## src/rtl/u_reg_pkg.sv

```systemverilog
// Shared definitions for the image-pipe register slave: register map, field positions,
// FSM state encoding and the value returned on a read miss.
package u_reg_pkg;

  // Register offsets within the 256-byte block
  localparam logic [7:0] OffCtrl    = 8'h00;
  localparam logic [7:0] OffStatus  = 8'h04;
  localparam logic [7:0] OffImgSize = 8'h08;
  localparam logic [7:0] OffIrqStat = 8'h0C;
  localparam logic [7:0] OffIrqMask = 8'h10;
  localparam logic [7:0] OffScratch = 8'h14;
  localparam logic [7:0] OffVersion = 8'h18;

  // Field positions
  localparam int unsigned CtrlEnBit     = 0;
  localparam int unsigned CtrlStartBit  = 1;
  localparam int unsigned StatusBusyBit = 0;
  localparam int unsigned IrqW          = 4;

  // Returned for unmapped offsets or a base mismatch
  localparam logic [31:0] MissRdata = 32'hDEAD_BEEF;

  typedef enum logic [2:0] {
    StIdle,
    StWack,
    StRdWait,
    StRdv,
    StRelease
  } state_e;

endpackage

```

## src/rtl/u_reg_slave.sv

```systemverilog
// Target end of the image-pipe CPU register bus. Holds the control/status register bank,
// drives the pipe configuration outputs and a registered interrupt line.
module u_reg_slave
  import u_reg_pkg::*;
#(
  parameter int unsigned    AW      = 32,
  parameter int unsigned    DW      = 32,
  parameter logic [AW-1:0]  BASE    = '0,
  parameter int unsigned    RD_LAT  = 1,
  parameter logic [31:0]    VERSION = 32'h0001_0000
) (
  input  logic            u_clk,
  input  logic            u_rst,
  input  logic            u_cs,
  input  logic [AW-1:0]   u_addr,
  input  logic [DW-1:0]   u_data_wr,
  input  logic            u_we,
  input  logic            u_re,
  output logic            u_wack,
  output logic            u_rdv,
  output logic [DW-1:0]   u_data_rd,
  output logic            ctrl_en,
  output logic            ctrl_start,
  output logic [15:0]     img_width,
  output logic [15:0]     img_height,
  input  logic            sts_busy,
  input  logic [IrqW-1:0] irq_set,
  output logic            irq
);

  if (DW != 32) begin : g_bad_dw
    $error("u_reg_slave: DW must be 32");
  end
  if (RD_LAT < 1 || RD_LAT > 15) begin : g_bad_rd_lat
    $error("u_reg_slave: RD_LAT must be in 1..15");
  end

  // RD_WAIT lasts RD_LAT-1 cycles; the counter reaches 0 in its last one
  localparam logic [3:0] WaitInit = (RD_LAT > 1) ? 4'(RD_LAT - 2) : 4'd0;

  state_e          state_q, state_d;
  logic [3:0]      cnt_q, cnt_d;
  logic [31:0]     rdata_q, rdata_d;
  logic            ctrl_en_q, ctrl_en_d;
  logic            start_q, start_d;
  logic [31:0]     img_size_q, img_size_d;
  logic [IrqW-1:0] irq_stat_q, irq_stat_d;
  logic [IrqW-1:0] irq_mask_q, irq_mask_d;
  logic [31:0]     scratch_q, scratch_d;
  logic            irq_q, irq_d;

  logic            base_hit;
  logic [7:0]      offset;
  logic            wr_acc, rd_acc, wr_hit;
  logic [31:0]     rd_word;
  logic [IrqW-1:0] irq_clr;
  logic            unused_addr_lsb;

  assign base_hit        = (u_addr[AW-1:8] == BASE[AW-1:8]);
  assign offset          = {u_addr[7:2], 2'b00};
  assign unused_addr_lsb = ^u_addr[1:0];

  // A read with u_we also set is treated as a write
  assign wr_acc = (state_q == StIdle) && u_cs && u_we;
  assign rd_acc = (state_q == StIdle) && u_cs && u_re && !u_we;
  assign wr_hit = wr_acc && base_hit;

  // Read mux over current register contents; misses return the marker word
  always_comb begin
    rd_word = MissRdata;
    if (base_hit) begin
      case (offset)
        OffCtrl:    rd_word = {31'b0, ctrl_en_q};
        OffStatus:  rd_word = {31'b0, sts_busy};
        OffImgSize: rd_word = img_size_q;
        OffIrqStat: rd_word = {{(32 - IrqW){1'b0}}, irq_stat_q};
        OffIrqMask: rd_word = {{(32 - IrqW){1'b0}}, irq_mask_q};
        OffScratch: rd_word = scratch_q;
        OffVersion: rd_word = VERSION;
        default:    rd_word = MissRdata;
      endcase
    end
  end

  // Register bank next-state; irq_set is applied after the W1C so a same-cycle set wins
  always_comb begin
    ctrl_en_d  = ctrl_en_q;
    img_size_d = img_size_q;
    irq_mask_d = irq_mask_q;
    scratch_d  = scratch_q;
    irq_clr    = '0;
    start_d    = 1'b0;
    if (wr_hit) begin
      case (offset)
        OffCtrl: begin
          ctrl_en_d = u_data_wr[CtrlEnBit];
          start_d   = u_data_wr[CtrlStartBit];
        end
        OffImgSize: img_size_d = u_data_wr;
        OffIrqStat: irq_clr    = u_data_wr[IrqW-1:0];
        OffIrqMask: irq_mask_d = u_data_wr[IrqW-1:0];
        OffScratch: scratch_d  = u_data_wr;
        default:    ;
      endcase
    end
    irq_stat_d = (irq_stat_q & ~irq_clr) | irq_set;
    irq_d      = |(irq_stat_q & irq_mask_q);
  end

  // Bus handshake FSM next-state
  always_comb begin
    state_d = state_q;
    cnt_d   = cnt_q;
    rdata_d = rdata_q;
    unique case (state_q)
      StIdle: begin
        if (wr_acc) begin
          state_d = StWack;
        end else if (rd_acc) begin
          rdata_d = rd_word;
          cnt_d   = WaitInit;
          state_d = (RD_LAT == 1) ? StRdv : StRdWait;
        end
      end
      StWack: state_d = StRelease;
      StRdWait: begin
        if (cnt_q == 4'd0) begin
          state_d = StRdv;
        end else begin
          cnt_d = cnt_q - 4'd1;
        end
      end
      StRdv: state_d = StRelease;
      StRelease: begin
        if (!u_cs) state_d = StIdle;
      end
      default: state_d = StIdle;
    endcase
  end

  // State and register bank, synchronous reset drops any in-flight access
  always_ff @(posedge u_clk) begin
    if (u_rst) begin
      state_q    <= StIdle;
      cnt_q      <= '0;
      rdata_q    <= '0;
      ctrl_en_q  <= 1'b0;
      start_q    <= 1'b0;
      img_size_q <= '0;
      irq_stat_q <= '0;
      irq_mask_q <= '0;
      scratch_q  <= '0;
      irq_q      <= 1'b0;
    end else begin
      state_q    <= state_d;
      cnt_q      <= cnt_d;
      rdata_q    <= rdata_d;
      ctrl_en_q  <= ctrl_en_d;
      start_q    <= start_d;
      img_size_q <= img_size_d;
      irq_stat_q <= irq_stat_d;
      irq_mask_q <= irq_mask_d;
      scratch_q  <= scratch_d;
      irq_q      <= irq_d;
    end
  end

  assign u_wack     = (state_q == StWack);
  assign u_rdv      = (state_q == StRdv);
  assign u_data_rd  = u_rdv ? rdata_q : '0;
  assign ctrl_en    = ctrl_en_q;
  assign ctrl_start = start_q;
  assign img_width  = img_size_q[15:0];
  assign img_height = img_size_q[31:16];
  assign irq        = irq_q;

endmodule
```

## config.mk

```make
export PLATFORM = sky130hd
export DESIGN_NAME = u_reg_slave
export DESIGN_NICKNAME = d
export VERILOG_FILES = /design/src/rtl/u_reg_pkg.sv /design/src/rtl/u_reg_slave.sv
export SDC_FILE = /design/constraint.sdc
export NUM_CORES = 1
export LEC_CHECK = 0
export CAP_MARGIN = 20
export CORE_MARGIN = 4
export CORE_UTILIZATION = 49
export DETAILED_ROUTE_END_ITERATION = 10
export HOLD_SLACK_MARGIN = 0.12
export PLACE_DENSITY = 0.8
export RECOVER_POWER = 25
export SYNTH_ARGS = -nofsm -noshare
export SYNTH_HDL_FRONTEND = slang
export SYNTH_SLANG_ARGS = --single-unit
```

## constraint.sdc

```tcl
create_clock -name u_clk -period 2.75 [get_ports u_clk]
set_clock_uncertainty 0.05 [all_clocks]
set_input_delay 0.55 -clock u_clk [delete_from_list [all_inputs] [get_ports u_clk]]
set_output_delay 0.55 -clock u_clk [all_outputs]
set_load 0.02 [all_outputs]
```

==> flow_metrics.tcl, run 1 <==
set metrics [dict create \
    crit_required_ns 2.15 \
    dieArea_mm2 0.0129 \
    ff2ff_path_depth 5 \
    peakVddDrop_uv 425 \
    synthFlopType "dfxtp_1" \
    nNetsFinal 804 \
    via_per_inst 5.46 \
    fillers 873 \
    grt_pass1_vias 5082 \
    io_pins 143 \
    hp-start "rdata_q[4]$_SDFFE_PP0P_" \
    clk_pin_slew_ns 0.05 \
    cp_num_cells 5 \
    synth-seq-cells 114 \
    synthMuxAreaShare 0.133 \
    syn_to_final_growth_pct 38.5 \
    rr_startpoint "state_q[2]$_SDFFE_PP0P_" \
    post-route-min-period_ns 2.58 \
    min_path_cells 2 \
    tritoncts "yes" \
    cpLargestDelayFamily "buffers and inverters" \
    cp_slowest_stage_delay_ns 0.44 \
    synthCells 582 \
    drt_iter0_drc 366 \
    numCtsBuffers 17 \
    hpwl_mm 10.6 \
    initial_utilization 0.502 \
    crit_chain "inv_1 -> nor2_2 -> buf_12 -> and2_1 -> dlygate4sd2_1" \
    antenna_found_initial 0 \
    synth_edf_count 0 \
    hold_end "rdata_q[4]$_SDFFE_PP0P_" \
    clock-sinks 114 \
    hp-class "reg2reg" \
    cp_slowest_cell "dfxtp_1" \
    cts_buffer_depth 2 \
    io_buffer_count 140 \
    synth_xor_xnor_area_share 0 \
    insertedDiodeCount 0 \
    crit_buf_inv 3 \
    setup_tns_ns 0 \
    p_total_uw 3890 \
    drive_gt1_frac 0.0918 \
    period_share 0.939 \
    ant_nets 0 \
    rows 38 \
    yosysMostFrequentCell "dfxtp_1" \
    tightest_slew_ns 0.466 \
    die_width_um 113 \
    ys_types 44 \
    yosys_warnings 0 \
    power_density_mw_per_mm2 516 \
    globalplace.congestion 0.905 \
    die_h_um 113 \
    grt_pass1_wl_mm 24.7 \
    synth_area_leaders "dfxtp_1, mux2i_1, nand2b_1" \
    utilization 0.695 \
    cts_root_buffer "clkbuf_8" \
    clkLatencyLatePin_ns 0.51 \
    synth-simple-area-share 0.268 \
    syn_avg_cell_area_um2 9.35 \
    finalMaxSlewViolations 0 \
    remaining_drc_errors 0 \
    multiInputGateArea_mm2 0.00285 \
    startpoint_type "register" \
    worstPathMaxFanout 33 \
    syn_nets 658 \
    clock.fmax_mhz 387 \
    dp_slack_ns -0.0816 \
    wl_mm 15.3 \
    synth_common_cells "dfxtp_1, nand2b_1, mux2i_1" \
    setup_violations 0 \
    yosys.area_share.adder 0.00460 \
    r2r-end "rdata_q[24]$_SDFFE_PP0P_" \
    worst_hold_slack_ns 0.394 \
    cts-htree-levels 4 \
    critical_path_class "reg2out" \
    netlist.area_leader.share 0.419 \
    ys_async_sr_fraction 0 \
    leakagePower_uw 0.00312 \
    synth_top_family_by_area "simple AND/OR/NAND/NOR gates" \
    ys_seq_area_frac 0.419 \
    postCtsSetupRepairBufs 0 \
    grt_setup_unrepaired "no" \
    slew_headroom 0.690 \
    num_vias 4809 \
    final-hold-violation-count 0 \
    first_pass_iters 4 \
    grt_use_total 0.238 \
    critPathCaptureType "primary output" \
    design.core.area_mm2 0.0108 \
    crit_arrival_ns 1.98 \
    grt_max_degree 69 \
    maxCapViolCount 0 \
    setup_slack_ns 0.168 \
    status "complete, no violations" \
    grt_overflow 0 \
    synthesis.area_mm2 0.00544 \
    regArea_mm2 0.00228 \
    synth_compound_area_frac 0.120 \
    wire_per_inst_um 17.3 \
    yosys.area.top_type "dfxtp_1" \
    r2r_slack_ns 0.38 \
]
-- worst max path at each step --
stage / startpoint / end
6_report: state_q[1]$_SDFFE_PP0P_ / u_data_rd[8]
5_1_grt: state_q[1]$_SDFFE_PP0P_ / u_data_rd[8]
4_1_cts: state_q[2]$_SDFFE_PP0P_ / u_rdv
3_5_place_dp: u_addr[12] / scratch_q[29]$_SDFFE_PP0P_
3_3_place_gp: u_addr[12] / scratch_q[0]$_SDFFE_PP0P_
2_1_floorplan: u_addr[12] / scratch_q[11]$_SDFFE_PP0P_
-- area by class of cell --
type	instances	area share
sequential	114	0.303
multi-input combinational	410	0.378
tap	140	0.0232
inverter	14	0.00697
timing repair buffer	171	0.220
clock buffer	22	0.0601
clock inverter	10	0.00813
-- metrics by stage --
step                      std cells  cell area (µm²)
final                           881             7540
after CTS                       881             7560
after global placement          849             7090
after detailed placement        849             7090
after floorplan                 582             5440
after global routing            881             7540
-- timing repair --
| item | 4_1_cts | 5_1_grt |
|---|---|---|
| setup endpoints to repair | 32 | 1 |
| gates resized for setup | 33 | 1 |
| hold buffers | 0 | 0 |
-- metal layers --
layer | track usage | part of all wire | vias up
met5 | 0 | 0 | -
met4 | 0.0954 | 0.020 | 0
met3 | 0.0504 | 0.048 | 28
met2 | 0.407 | 0.51 | 134
met1 | 0.293 | 0.42 | 2315
li1 | - | - | 2332
-- placed cells by master (no fill, tap or decap), types with 8 or more instances in the layout --
master,instances
dfxtp_1,113
nand2b_1,104
clkdlybuf4s50_1,85
mux2i_1,71
and2_1,33
dlygate4sd2_1,32
nor2_1,27
buf_4,24
a211oi_1,23
a22oi_1,21
dlygate4sd3_1,21
a21oi_1,16
clkbuf_16,16
inv_1,14
and3_1,13
nand2_1,13
nor3_1,11
nor2b_1,8
o21ai_0,8
o2111ai_1,8
-- flip-flops by register name (all words and copies together), names as in the netlist --
signal	cells
scratch_q	32
state_q	3
ctrl_en	1
irq	1
rdata_q	32
irq_mask_q	4
cnt_q	4
irq_stat_q	4
img_size_q	32
ctrl_start	1
-- report_power, final --
part	internal, µW	switching [µW]
Combinational	172	133
Sequential	1680	20.5
Clock	1140	739
-- worst reg2reg max path: cells and delay by family, from the launching register on --
kind                   cells  cell delay (ns)
AND/OR/NAND/NOR            2             1.12
AO/OA/AOI/OAI              2             0.39
flip-flops                 1             0.36
buffers and inverters      1             0.39
-- cell families (layout without fill, tap and decap cells) --
logic type	Yosys count	count (layout)
DFF	114	114
AOI/OAI and AO/OA	93	93
muxes	72	72
buffers and inverters	58	217
and+or+nand+nor	243	243
adders and majority gates	2	2
Power figures use the tool's default switching activity.
==> run 2: changes to the inputs <==
CTS_CLUSTER_SIZE = 40   (was default)
==> results of run 2 <==
Same layout as run 1: the final DEF is identical, and so are final timing and power.
==> run 3: changes to the inputs <==
TNS_END_PERCENT = 10   (was default)
==> results of run 3 <==
Same layout as run 1: the final DEF is identical, and so are final timing and power.
